<file path="src/rtl/swd_pkg.sv">
// Shared definitions for the SWD target port: ACK encodings, protocol state
// encoding, bit positions of the request fields after the start bit, and
// the even-parity helper used on both request and data phases.
package swd_pkg;

  typedef logic [2:0] ack_t;

  localparam ack_t ACK_OK    = 3'b001;
  localparam ack_t ACK_WAIT  = 3'b010;
  localparam ack_t ACK_FAULT = 3'b100;

  typedef enum logic [3:0] {
    ST_LOCKOUT,
    ST_LRST,
    ST_IDLE,
    ST_REQ,
    ST_TRN1,
    ST_ACK,
    ST_RDATA,
    ST_TRN2,
    ST_WDATA
  } swd_state_e;

  // Request bit index counted from the first bit after the start bit.
  // The first four also index the captured field register.
  localparam int REQ_APNDP = 0;
  localparam int REQ_RNW   = 1;
  localparam int REQ_A2    = 2;
  localparam int REQ_A3    = 3;
  localparam int REQ_PAR   = 4;
  localparam int REQ_STOP  = 5;
  localparam int REQ_PARK  = 6;

  // 1 when d has an odd number of ones, making the total even.
  function automatic logic even_parity(input logic [31:0] d);
    return ^d;
  endfunction

endpackage

</file>
<file path="src/rtl/swd_target_port_if.sv">
// Back-end handshake between the SWD target port and the DP/AP register
// block. master = protocol engine, slave = register back end.
//   req_*        decoded request, req_valid is a one-CLK pulse
//   rsp_*        level response sampled at the turnaround rise
//   wr_*         write data delivery and parity error pulse
interface swd_target_port_if;
  import swd_pkg::*;

  logic        req_valid;
  logic        req_apndp;
  logic        req_rnw;
  logic [1:0]  req_addr;
  logic        rsp_valid;
  ack_t        rsp_ack;
  logic [31:0] rsp_rdata;
  logic        wr_valid;
  logic [31:0] wr_data;
  logic        wr_parity_err;

  modport master (
    output req_valid, req_apndp, req_rnw, req_addr,
    output wr_valid, wr_data, wr_parity_err,
    input  rsp_valid, rsp_ack, rsp_rdata
  );

  modport slave (
    input  req_valid, req_apndp, req_rnw, req_addr,
    input  wr_valid, wr_data, wr_parity_err,
    output rsp_valid, rsp_ack, rsp_rdata
  );
endinterface

</file>
<file path="src/rtl/swd_sync_edge.sv">
// Synchronises the asynchronous SWCLK and SWDIO pad inputs into the system
// clock domain and produces a one-CLK pulse on each synchronised SWCLK rise.
//   clk_i, rst_i   system clock, synchronous active-high reset
//   swclk_i        raw SWCLK
//   swdio_i        raw SWDIO pad input
//   rise_o         one-CLK pulse on synced SWCLK 0->1
//   swdio_o        synced SWDIO, valid to sample while rise_o is high
module swd_sync_edge #(
  parameter int SYNC_STAGES = 2
) (
  input  logic clk_i,
  input  logic rst_i,
  input  logic swclk_i,
  input  logic swdio_i,
  output logic rise_o,
  output logic swdio_o
);
  logic [SYNC_STAGES-1:0] clk_sync_q;
  logic [SYNC_STAGES-1:0] dio_sync_q;
  logic                   clk_prev_q;

  // SWDIO goes through the same depth as SWCLK so the data bit seen with
  // the rise pulse is the one present at the pad edge.
  always_ff @(posedge clk_i) begin
    if (rst_i) begin
      clk_sync_q <= '0;
      dio_sync_q <= '0;
      clk_prev_q <= 1'b0;
    end else begin
      clk_sync_q <= {clk_sync_q[SYNC_STAGES-2:0], swclk_i};
      dio_sync_q <= {dio_sync_q[SYNC_STAGES-2:0], swdio_i};
      clk_prev_q <= clk_sync_q[SYNC_STAGES-1];
    end
  end

  assign rise_o  = clk_sync_q[SYNC_STAGES-1] & ~clk_prev_q;
  assign swdio_o = dio_sync_q[SYNC_STAGES-1];

endmodule

</file>
<file path="src/rtl/swd_target_port.sv">
// SWD target-side protocol engine. Oversamples SWCLK/SWDIO on CLK, decodes
// line reset, request, turnaround, ACK and data phases, and hands DP/AP
// accesses to a register back end.
//   CLK, PORESET        system clock, synchronous active-high reset
//   SWCLK, SWDIO_I      asynchronous SWD pins from the host
//   SWDIO_O, SWDIO_OE   registered pad drive, update 1 CLK after a rise
//   be                  back-end request/response/write interface
//   line_reset          pulse when LINE_RESET_BITS consecutive 1s are seen
//   protocol_err        pulse on a malformed request
module swd_target_port
  import swd_pkg::*;
#(
  parameter int SYNC_STAGES     = 2,
  parameter int LINE_RESET_BITS = 50
) (
  input  logic                     CLK,
  input  logic                     PORESET,
  input  logic                     SWCLK,
  input  logic                     SWDIO_I,
  output logic                     SWDIO_O,
  output logic                     SWDIO_OE,
  swd_target_port_if.master        be,
  output logic                     line_reset,
  output logic                     protocol_err
);
  localparam int LRW = $clog2(LINE_RESET_BITS + 1);

  logic rise, bit_s;

  swd_sync_edge #(.SYNC_STAGES(SYNC_STAGES)) u_sync (
    .clk_i   (CLK),
    .rst_i   (PORESET),
    .swclk_i (SWCLK),
    .swdio_i (SWDIO_I),
    .rise_o  (rise),
    .swdio_o (bit_s)
  );

  swd_state_e  state_q;
  logic [5:0]  cnt_q;
  logic [3:0]  req_sh_q;
  logic [31:0] data_q;
  logic        rpar_q;
  ack_t        ack_q;
  logic        dio_o_q, dio_oe_q;
  logic        req_valid_q, req_apndp_q, req_rnw_q;
  logic [1:0]  req_addr_q;
  logic        wr_valid_q, wr_perr_q;
  logic [31:0] wr_data_q;
  logic        line_reset_q, proto_err_q;
  logic [LRW-1:0] lr_cnt_q, lr_cnt_d;
  logic        lr_hit;
  ack_t        ack_sel;

  // Run length of sampled 1s; lr_hit fires only on the step that reaches
  // the threshold, so a held-high line gives a single pulse.
  always_comb begin
    lr_cnt_d = lr_cnt_q;
    lr_hit   = 1'b0;
    if (rise) begin
      if (!bit_s) begin
        lr_cnt_d = '0;
      end else if (lr_cnt_q != LRW'(LINE_RESET_BITS)) begin
        lr_cnt_d = lr_cnt_q + LRW'(1);
        lr_hit   = (lr_cnt_q == LRW'(LINE_RESET_BITS - 1));
      end
    end
  end

  // A missing response answers WAIT; a malformed one answers FAULT.
  always_comb begin
    ack_sel = be.rsp_ack;
    if (!be.rsp_valid)             ack_sel = ACK_WAIT;
    else if (!$onehot(be.rsp_ack)) ack_sel = ACK_FAULT;
  end

  always_ff @(posedge CLK) begin
    if (PORESET) begin
      state_q      <= ST_LOCKOUT;
      cnt_q        <= '0;
      req_sh_q     <= '0;
      data_q       <= '0;
      rpar_q       <= 1'b0;
      ack_q        <= '0;
      dio_o_q      <= 1'b0;
      dio_oe_q     <= 1'b0;
      req_valid_q  <= 1'b0;
      req_apndp_q  <= 1'b0;
      req_rnw_q    <= 1'b0;
      req_addr_q   <= '0;
      wr_valid_q   <= 1'b0;
      wr_perr_q    <= 1'b0;
      wr_data_q    <= '0;
      line_reset_q <= 1'b0;
      proto_err_q  <= 1'b0;
      lr_cnt_q     <= '0;
    end else begin
      req_valid_q  <= 1'b0;
      wr_valid_q   <= 1'b0;
      wr_perr_q    <= 1'b0;
      line_reset_q <= 1'b0;
      proto_err_q  <= 1'b0;
      lr_cnt_q     <= lr_cnt_d;
      if (rise) begin
        if (lr_hit) begin
          // Line reset beats every state, including a coincident REQ error.
          line_reset_q <= 1'b1;
          dio_oe_q     <= 1'b0;
          dio_o_q      <= 1'b0;
          state_q      <= ST_LRST;
        end else begin
          case (state_q)
            ST_LOCKOUT: ;
            ST_LRST: if (!bit_s) state_q <= ST_IDLE;
            ST_IDLE: if (bit_s) begin
              state_q <= ST_REQ;
              cnt_q   <= '0;
            end
            ST_REQ: begin
              cnt_q <= cnt_q + 6'd1;
              if (cnt_q < 6'(REQ_PAR)) begin
                req_sh_q <= {bit_s, req_sh_q[3:1]};
              end else if ((cnt_q == 6'(REQ_PAR)  && bit_s != even_parity({28'd0, req_sh_q})) ||
                           (cnt_q == 6'(REQ_STOP) && bit_s) ||
                           (cnt_q == 6'(REQ_PARK) && !bit_s)) begin
                proto_err_q <= 1'b1;
                state_q     <= ST_LOCKOUT;
              end else if (cnt_q == 6'(REQ_PARK)) begin
                req_valid_q <= 1'b1;
                req_apndp_q <= req_sh_q[REQ_APNDP];
                req_rnw_q   <= req_sh_q[REQ_RNW];
                req_addr_q  <= {req_sh_q[REQ_A3], req_sh_q[REQ_A2]};
                state_q     <= ST_TRN1;
              end
            end
            ST_TRN1: begin
              if (be.rsp_valid) begin
                data_q <= be.rsp_rdata;
                rpar_q <= even_parity(be.rsp_rdata);
              end
              ack_q    <= ack_sel;
              dio_oe_q <= 1'b1;
              dio_o_q  <= ack_sel[0];
              cnt_q    <= '0;
              state_q  <= ST_ACK;
            end
            ST_ACK: begin
              cnt_q <= cnt_q + 6'd1;
              if (cnt_q == 6'd0) begin
                dio_o_q <= ack_q[1];
              end else if (cnt_q == 6'd1) begin
                dio_o_q <= ack_q[2];
              end else if (ack_q == ACK_OK && req_rnw_q) begin
                // Rise that ends the ACK[2] slot launches rdata[0].
                dio_o_q <= data_q[0];
                data_q  <= {1'b0, data_q[31:1]};
                cnt_q   <= '0;
                state_q <= ST_RDATA;
              end else begin
                state_q <= ST_TRN2;
              end
            end
            ST_RDATA: begin
              cnt_q <= cnt_q + 6'd1;
              if (cnt_q < 6'd31) begin
                dio_o_q <= data_q[0];
                data_q  <= {1'b0, data_q[31:1]};
              end else if (cnt_q == 6'd31) begin
                dio_o_q <= rpar_q;
              end else begin
                dio_oe_q <= 1'b0;
                dio_o_q  <= 1'b0;
                state_q  <= ST_IDLE;
              end
            end
            ST_TRN2: begin
              dio_oe_q <= 1'b0;
              dio_o_q  <= 1'b0;
              cnt_q    <= '0;
              state_q  <= (ack_q == ACK_OK && !req_rnw_q) ? ST_WDATA : ST_IDLE;
            end
            ST_WDATA: begin
              cnt_q <= cnt_q + 6'd1;
              if (cnt_q < 6'd32) begin
                data_q <= {bit_s, data_q[31:1]};
              end else begin
                if (bit_s == even_parity(data_q)) begin
                  wr_data_q  <= data_q;
                  wr_valid_q <= 1'b1;
                end else begin
                  wr_perr_q <= 1'b1;
                end
                state_q <= ST_IDLE;
              end
            end
            default: state_q <= ST_LOCKOUT;
          endcase
        end
      end
    end
  end

  assign SWDIO_O          = dio_o_q;
  assign SWDIO_OE         = dio_oe_q;
  assign be.req_valid     = req_valid_q;
  assign be.req_apndp     = req_apndp_q;
  assign be.req_rnw       = req_rnw_q;
  assign be.req_addr      = req_addr_q;
  assign be.wr_valid      = wr_valid_q;
  assign be.wr_data       = wr_data_q;
  assign be.wr_parity_err = wr_perr_q;
  assign line_reset       = line_reset_q;
  assign protocol_err     = proto_err_q;

endmodule
</file>
<file path="src/flat_wrapper.sv">
// flat-port wrapper written by rule: the top's interface ports become plain ports
module swd_target_port_flat import swd_pkg::*;
#(
  parameter int SYNC_STAGES     = 2,
  parameter int LINE_RESET_BITS = 50
)
  (CLK, PORESET, SWCLK, SWDIO_I, SWDIO_O, SWDIO_OE, line_reset, protocol_err, be_req_valid, be_req_apndp, be_req_rnw, be_req_addr, be_wr_valid, be_wr_data, be_wr_parity_err, be_rsp_valid, be_rsp_ack, be_rsp_rdata);
  swd_target_port_if be_i ();
  input  logic CLK;
  input  logic PORESET;
  input  logic SWCLK;
  input  logic SWDIO_I;
  output logic SWDIO_O;
  output logic SWDIO_OE;
  output logic line_reset;
  output logic protocol_err;
  output wire logic [$bits(be_i.req_valid)-1:0] be_req_valid;
  output wire logic [$bits(be_i.req_apndp)-1:0] be_req_apndp;
  output wire logic [$bits(be_i.req_rnw)-1:0] be_req_rnw;
  output wire logic [$bits(be_i.req_addr)-1:0] be_req_addr;
  output wire logic [$bits(be_i.wr_valid)-1:0] be_wr_valid;
  output wire logic [$bits(be_i.wr_data)-1:0] be_wr_data;
  output wire logic [$bits(be_i.wr_parity_err)-1:0] be_wr_parity_err;
  input wire logic [$bits(be_i.rsp_valid)-1:0] be_rsp_valid;
  input wire logic [$bits(be_i.rsp_ack)-1:0] be_rsp_ack;
  input wire logic [$bits(be_i.rsp_rdata)-1:0] be_rsp_rdata;
  assign be_req_valid = be_i.req_valid;
  assign be_req_apndp = be_i.req_apndp;
  assign be_req_rnw = be_i.req_rnw;
  assign be_req_addr = be_i.req_addr;
  assign be_wr_valid = be_i.wr_valid;
  assign be_wr_data = be_i.wr_data;
  assign be_wr_parity_err = be_i.wr_parity_err;
  assign be_i.rsp_valid = be_rsp_valid;
  assign be_i.rsp_ack = be_rsp_ack;
  assign be_i.rsp_rdata = be_rsp_rdata;
  swd_target_port #(.SYNC_STAGES(SYNC_STAGES), .LINE_RESET_BITS(LINE_RESET_BITS)) u_core (.CLK(CLK), .PORESET(PORESET), .SWCLK(SWCLK), .SWDIO_I(SWDIO_I), .SWDIO_O(SWDIO_O), .SWDIO_OE(SWDIO_OE), .be(be_i), .line_reset(line_reset), .protocol_err(protocol_err));
endmodule
</file>
<file path="config.mk">
export PLATFORM = sky130hd
export DESIGN_NAME = swd_target_port_flat
export DESIGN_NICKNAME = d
export VERILOG_FILES = /design/src/rtl/swd_pkg.sv /design/src/rtl/swd_target_port_if.sv /design/src/rtl/swd_sync_edge.sv /design/src/rtl/swd_target_port.sv /design/src/flat_wrapper.sv
export SDC_FILE = /design/constraint.sdc
export NUM_CORES = 1
export LEC_CHECK = 0
export ABC_AREA = 1
export CORE_ASPECT_RATIO = 2
export CORE_MARGIN = 3
export CORE_UTILIZATION = 40
export DETAILED_ROUTE_END_ITERATION = 8
export GPL_TIMING_DRIVEN = 0
export PLACE_DENSITY = 0.71
export SKIP_LAST_GASP = 1
export SLEW_MARGIN = 20
export SYNTH_ARGS = -nofsm -noshare
export SYNTH_HDL_FRONTEND = slang
export SYNTH_SLANG_ARGS = --single-unit
</file>
<file path="constraint.sdc">
create_clock -name CLK -period 2.63 [get_ports CLK]
set_clock_uncertainty 0.1 [all_clocks]
set_input_delay 0.526 -clock CLK [delete_from_list [all_inputs] [get_ports CLK]]
set_output_delay 0.526 -clock CLK [all_outputs]
set_load 0.01 [all_outputs]
</file>
; After elaboration in Yosys (flattened, before gate mapping)
; Cells that the tools add are included.
[word_totals]
register_bits = 104
in_bits = 40
output_inout_bits = 43
wordCells = 159
[classes]
addsub = 4
order_cmp = 3
eq_ne = 38
mux = 49
n_bitwise = 9
reduce_logical = 35
[ops]
columns = operator, n
row1 = 2-to-1 mux 32 bit, 6
row2 = case mux 32 bit (4 select lines), 1
row3 = XOR reduction 32 bit, 3
row4 = 2-to-1 mux 4 bit, 12
row5 = 2-to-1 mux 6 bit, 6
row6 = case mux 4 bit (9 select lines), 1
row7 = "inequality test 3 x 2 -> 1 bit, second input constant", 8
row8 = case mux 6 bit (4 select lines), 1
row9 = "== test 6 x 3 -> 1 bit, second input constant", 3
row10 = 2-to-1 mux 1 bit, 18
row11 = "== test 4 x 3 -> 1 bit, second input constant", 4
row12 = AND reduction 4 bit, 4
row13 = "adder 6 x 1 -> 6 bit, second input constant", 2
row14 = nonzero test 4 bit, 3
row15 = AND reduction 11 bit, 1
row16 = "inequality test 2 x 1 -> 1 bit, second input constant", 5
row17 = OR reduction 5 bit, 2
row18 = AND reduction 9 bit, 1
row19 = "== test 4 x 2 -> 1 bit, second input constant", 2
row20 = "inequality test 2 bit, second input constant", 4
row21 = NOT 1 bit, 8
row22 = "== test 6 x 1 -> 1 bit, second input constant", 1
row23 = "== test 6 x 5 -> 1 bit, second input constant", 1
row24 = "== test 6 bit, second input constant", 1
row25 = 31 further kinds, 40

; Logic depth before layout (Yosys ltp)
[depth]
ltp_word = 9
depth_mapped = 18
mapped_depth_nobuf = 17

; Modules after synthesis
; A second synthesis with hierarchy kept.
[unflattened]
cells_unflattened = 903
area_unflattened_um2 = 5949.5
[modules_own_cells]
columns = module, instances, cells_each, area_per_inst_um2, seq_area_each_um2
row1 = swd_target_port, 1, 887, 5808.1, 1981.9
row2 = swd_sync_edge, 1, 16, 141.4, 100.1

; Worst setup path after synthesis
; OpenSTA, ideal clock, no wires.
[synth_path]
kind = register -> register
from = register u_core.lr_cnt_q[0]
to = register u_core.state_q[2]
setup_time_ns = 0.128
arrival_ns = 1.656
required_time_ns = 2.402
path_slack_ns = 0.747
stages_incl_launch_ff = 15
n_path_buf = 0
synth_period_minus_slack_ns = 1.883
cell_sequence = dfxtp_1 -> inv_1 -> ha_1 -> nor3b_1 -> nand2_1 -> inv_2 -> nand2_2 -> nand2_1 -> inv_1 -> nand2_1 -> nand3_2 -> nor2_4 -> nand2_1 -> nand2_1 -> nor2_1
[synth_between]
elab_chain_cells = 6
word_cells_on_any_way = 17
classes_between = 12 x eq/ne / 4 x mux / 1 x reduce/logical
[synth_lines]
columns = item, line
row1 = start: declaration, swd_target_port.sv:51  ; logic [LRW-1:0] lr_cnt_q, lr_cnt_d;
row2 = start signal: assignment, swd_target_port.sv:103  ; lr_cnt_q <= lr_cnt_d;
row3 = == test 6 bit / inequality test 6 bit (equally long branches), "swd_target_port.sv:65, swd_target_port.sv:63"
row4 = 2-to-1 mux 1 bit *, swd_target_port.sv:63  ; end else if (lr_cnt_q != LRW'(LINE_RESET_BITS)) begin
row5 = 2-to-1 mux 1 bit *, swd_target_port.sv:61  ; if (!bit_s) begin
row6 = 2-to-1 mux 1 bit *, swd_target_port.sv:60  ; if (rise) begin
row7 = "inequality test 4 x 1 -> 1 bit (no source line), or another cell as far along", -
row8 = AND reduction 11 bit (no source line), -
row9 = end signal: assignment, swd_target_port.sv:180  ; state_q <= (ack_q == ACK_OK && !req_rnw_q) ? ST_WDATA : ST_IDLE;
row10 = end: declaration, swd_target_port.sv:39  ; swd_state_e state_q;
; Mark *: on every way between the ends. The rest lies on a longest branch, timed or not.
; A chain may end at the register's enable or synchronous reset.

; Final worst setup path
[layout_path]
from = register u_core.lr_cnt_q[1]
to = register u_core.wr_data_q[28] (netlist: u_core.be.wr_data[28])
[layout_between]
elab_chain_cells = 6
word_cells_on_any_way = 7
classes_between = 2 x eq/ne / 3 x mux / 1 x bitwise / 1 x reduce/logical
[layout_lines]
columns = item, line
row1 = == test 6 bit / inequality test 6 bit (equally long branches), "swd_target_port.sv:65, swd_target_port.sv:63"
row2 = 2-to-1 mux 1 bit *, swd_target_port.sv:63
row3 = 2-to-1 mux 1 bit *, swd_target_port.sv:61
row4 = 2-to-1 mux 1 bit *, swd_target_port.sv:60
row5 = NOT 1 bit (no source line) *, -
row6 = AND reduction 5 bit (no source line) *, -
row7 = end signal: assignment, swd_target_port.sv:188  ; wr_data_q <= data_q;
row8 = end: declaration, swd_target_port.sv:49  ; logic [31:0] wr_data_q;
; Marks and branches as above.

==> run_summary.xml <==
<?xml version="1.0" encoding="UTF-8"?>
<metrics>
  <group name="status">
    <metric name="run_status" unit="">complete, no violations</metric>
  </group>
  <group name="worst_hold_path">
    <metric name="whs_endpoint" unit="">u_core.u_sync.dio_sync_q[1]</metric>
    <metric name="worst_hold_path.num_cells" unit="">2</metric>
    <metric name="worstHoldStart" unit="">u_core.u_sync.dio_sync_q[0]</metric>
    <metric name="worst_min_path_class" unit="">reg -&gt; reg</metric>
  </group>
  <group name="job">
    <metric name="maxCapViolations" unit="">0</metric>
  </group>
  <group name="synthesis">
    <metric name="ys_ff_latch" unit="">104</metric>
    <metric name="synth.mux.area_fraction" unit="%">0</metric>
    <metric name="synthTopCellsByCount" unit="">sky130_fd_sc_hd__nand2_1, sky130_fd_sc_hd__inv_1, sky130_fd_sc_hd__dfxtp_1</metric>
    <metric name="synth_nets" unit="">1092</metric>
    <metric name="netlist.top_cell.by_area" unit="">sky130_fd_sc_hd__dfxtp_1</metric>
    <metric name="dominantRegCellSynth" unit="">sky130_fd_sc_hd__dfxtp_1</metric>
    <metric name="synth_fa_ha_area_share" unit="%">1.66</metric>
    <metric name="synthesis.yosys.warnings" unit="">0</metric>
    <metric name="yosys.area_share.xor_xnor" unit="%">5.12</metric>
    <metric name="synth_cell_types" unit="">42</metric>
    <metric name="synthMostInstantiatedCell" unit="">sky130_fd_sc_hd__nand2_1</metric>
    <metric name="synth_area_leaders" unit="">sky130_fd_sc_hd__dfxtp_1, sky130_fd_sc_hd__nand2_1, sky130_fd_sc_hd__inv_1</metric>
    <metric name="syn-instance-count" unit="">1044</metric>
    <metric name="synth_top_family_by_area" unit="">simple AND/OR/NAND/NOR gates</metric>
    <metric name="synth.top_cell.area_share" unit="%">32.0</metric>
    <metric name="synth_compound_area_share" unit="%">12.0</metric>
    <metric name="synthArstFlopShare" unit="%">0</metric>
    <metric name="netlist_area" unit="µm²">6500</metric>
    <metric name="yosys.area_share.simple" unit="%">34.4</metric>
    <metric name="synth-edff-count" unit="">0</metric>
    <metric name="synth-seq-area-share" unit="%">32.0</metric>
    <metric name="syn_avg_cell_area" unit="µm²">6.22</metric>
  </group>
  <group name="layout">
    <metric name="antennaDiodeCount" unit="">0</metric>
    <metric name="syn2layout_area_growth" unit="%">20.8</metric>
    <metric name="finalInstanceArea" unit="µm²">7850</metric>
    <metric name="layout.core_utilization" unit="%">49.5</metric>
    <metric name="finalNetCount" unit="">1185</metric>
    <metric name="final_layout_size_suffix_gt1_share" unit="%">11.7</metric>
  </group>
  <group name="worst_setup_path">
    <metric name="cpLargestDelayFamily" unit="">simple AND/OR/NAND/NOR gates</metric>
    <metric name="critical_path.n_buffers_inverters" unit="">4</metric>
    <metric name="r2r_setup_slack" unit="ps">350</metric>
    <metric name="critical_path_arrival" unit="ps">2440</metric>
    <metric name="reg2reg_from" unit="">u_core.lr_cnt_q[1]</metric>
    <metric name="cell_chain_critical_path" unit="">inv_1 &gt; ha_1 &gt; nor3b_1 &gt; nand2_1 &gt; inv_2 &gt; nor2_4 &gt; inv_2 &gt; nor2_4 &gt; buf_2 &gt; nand3_1 &gt; nand2_1 &gt; nor2_1</metric>
    <metric name="critPathKind" unit="">reg -&gt; reg</metric>
    <metric name="critical-path-slowest-cell" unit="">sky130_fd_sc_hd__dfxtp_1</metric>
    <metric name="rr_worst_depth" unit="">12</metric>
    <metric name="startpoint_type" unit="">register</metric>
    <metric name="worst-path-max-fanout" unit="">10</metric>
    <metric name="critical_path.startpoint" unit="">u_core.lr_cnt_q[1]</metric>
    <metric name="worstReg2RegEnd" unit="">u_core.be.wr_data[28]</metric>
    <metric name="critical_path_s_largest_stage_delay" unit="ps">400</metric>
    <metric name="worst_setup_path_end_kind" unit="">register</metric>
    <metric name="data_required_critical_path" unit="ps">2790</metric>
  </group>
  <group name="pwr">
    <metric name="clkPwrFrac" unit="%">40.5</metric>
    <metric name="total_power" unit="mW">3.26</metric>
    <metric name="worst_ir_drop_vdd" unit="µV">320</metric>
    <metric name="p_switching" unit="mW">0.869</metric>
    <metric name="power_density" unit="nW/µm²">415</metric>
    <metric name="p_leak" unit="nW">3.57</metric>
    <metric name="power_frac_comb" unit="%">11.0</metric>
    <metric name="power_frac_seq" unit="%">48.5</metric>
    <metric name="swShare" unit="%">26.7</metric>
    <metric name="internal-power" unit="mW">2.39</metric>
  </group>
  <group name="drt">
    <metric name="routed_wire_per_std_cell" unit="µm">13.5</metric>
    <metric name="drcViolationCount" unit="">0</metric>
    <metric name="detail_route.first_pass.iterations" unit="">5</metric>
    <metric name="drt-total-wl" unit="µm">18100</metric>
    <metric name="initialDrtViolationCount" unit="">265</metric>
    <metric name="ant_nets" unit="">0</metric>
    <metric name="dr_total_vias" unit="">6525</metric>
    <metric name="routed_via_density" unit="">4.86</metric>
  </group>
  <group name="clock_network">
    <metric name="clock-root-buffer" unit="">sky130_fd_sc_hd__clkbuf_16</metric>
    <metric name="worst_setup_hold_path_clk_slew" unit="ps">80</metric>
    <metric name="clock_buffer_count_from_cts" unit="">9</metric>
    <metric name="clk_path_buf_depth" unit="">2</metric>
    <metric name="post_cts.resized_instances" unit="">0</metric>
    <metric name="ctsHoldBuffers" unit="">0</metric>
    <metric name="cts_htree_levels" unit="">3</metric>
    <metric name="tritoncts" unit="">done</metric>
    <metric name="clkSinkCount" unit="">104</metric>
    <metric name="cts_setup_buffers" unit="">0</metric>
    <metric name="clkLatencyLatePin" unit="ps">370</metric>
  </group>
  <group name="floorplan">
    <metric name="std_cell_rows" unit="">65</metric>
    <metric name="fp.dieH" unit="µm">186</metric>
    <metric name="fp.dieArea" unit="µm²">17900</metric>
    <metric name="num_io_pins" unit="">83</metric>
    <metric name="initial_core_util" unit="%">41.0</metric>
    <metric name="core" unit="µm²">15900</metric>
    <metric name="fp.dieW" unit="µm">96.1</metric>
  </group>
  <group name="grt">
    <metric name="grt_start_max_net_pins" unit="">19</metric>
    <metric name="global_route.overflow_total" unit="">0</metric>
    <metric name="grt_pass1_vias" unit="">6344</metric>
    <metric name="wire_length_of_the_first_global_routing_pass" unit="µm">29600</metric>
    <metric name="total_grt_usage" unit="%">21.4</metric>
    <metric name="grt_antenna_before_repair" unit="">0</metric>
  </group>
  <group name="placement">
    <metric name="placed_cell_areas" unit="µm²">7570</metric>
    <metric name="detailedPlacementHpwl" unit="µm">14200</metric>
    <metric name="place.gp.congestion" unit="">0.913</metric>
    <metric name="numPortBuffers" unit="">82</metric>
  </group>
  <group name="timing">
    <metric name="worstMarginPinSlew" unit="ps">657</metric>
    <metric name="max_clock_freq" unit="MHz">438</metric>
    <metric name="finalSetupViolCount" unit="">0</metric>
    <metric name="grt_setup_unrepaired" unit="">false</metric>
    <metric name="worst_slew_slack_as_a_fraction_of_its_limit" unit="%">56.2</metric>
    <metric name="timing.final.crit_share" unit="%">86.8</metric>
    <metric name="slew_violations" unit="">0</metric>
    <metric name="final_hold_viol_count" unit="">0</metric>
    <metric name="timing.final.crit_period" unit="ps">2280</metric>
    <metric name="totalNegativeSetupSlack" unit="ps">0</metric>
  </group>
</metrics>
-- flip-flops by register name, indices dropped and copies added (netlist names), 3 cells and up --
| name | count |
|---|---|
| u_core.ack_q | 3 |
| u_core.be.wr_data | 32 |
| u_core.cnt_q | 6 |
| u_core.data_q | 32 |
| u_core.lr_cnt_q | 6 |
| u_core.req_sh_q | 4 |
| u_core.state_q | 4 |
-- cell type report --
| cell class | instances | area (µm²) |
|---|---|---|
| inverter | 194 | 728 |
| multi-input combinational | 711 | 3450 |
| clock buffer | 10 | 229 |
| tap | 201 | 251 |
| buffer | 35 | 235 |
| fill | 1678 | 8010 |
| clock inverter | 6 | 48.8 |
| sequential | 104 | 2080 |
| timing repair buffer | 82 | 821 |
-- cell families after synthesis --
family	after synthesis
and+or+nand+nor	524
buffers and inverters	229
AOI/OAI and AO/OA	141
DFF	104
xor gates and xnor gates	38
adders and majority gates	8
-- metal layers --
layer	track usage [%]	share of wire (%)
met5	0	0
met1	20.7	36
met3	3.06	3.5
met4	11.9	5.0
met2	41.5	56
-- metrics by stage --
| step | setup slack (ps) | hold slack, ps | instances |
|---|---|---|---|
| after floorplan | 747 | 288 | 1044 |
| after global placement | 82.5 | 290 | 1327 |
| after detailed placement | 76.6 | 303 | 1327 |
| after CTS | 370 | 314 | 1343 |
| after global routing | 239 | 347 | 1343 |
| final | 347 | 312 | 1343 |
-- layout by cell type (no fill, tap or decap), drive strengths merged --
cell type / n
clkinv: 2
o21a: 2
a31oi: 2
a211oi: 3
nand4: 4
a21oi: 51
o2111ai: 2
dfxtp: 104
nor4: 4
a221oi: 1
and3: 1
o21ai: 78
xor2: 13
nor3: 11
fa: 1
nand3: 54
clkdlybuf4s50: 82
nand3b: 1
nand2: 352
buf: 28
a2111oi: 1
xnor2: 25
nor2: 93
ha: 7
nor3b: 4
inv: 198
o21bai: 1
clkbuf: 17
-- power by group through the flow --
stage	combinational [mW]	sequential, mW	clock [mW]
after floorplan	0.212	1.62	0
after global placement	0.349	1.62	0
after detailed placement	0.353	1.62	0
after CTS	0.358	1.58	1.36
after global routing	0.396	1.58	1.41
final	0.358	1.58	1.32
-- tightest hold or removal path, delay by kind of cell, from the launching register on --
| kind | cells | cell delay [ps] |
|---|---|---|
| DFF | 1 | 300 |
| buffers and inverters | 1 | 40 |
| and+or+nand+nor | 1 | 30 |
-- worst max path at each step --
stage                            endpoint  depth (start not counted)  slack, ps
floorplan               u_core.state_q[2]                         14        750
global placement           u_core.SWDIO_O                          6         80
detailed placement         u_core.SWDIO_O                          6         80
CTS                 u_core.be.wr_data[28]                         12        370
global route            u_core.state_q[2]                         14        240
finish              u_core.be.wr_data[28]                         12        350
Note: power is estimated with default switching activity, not from simulation.
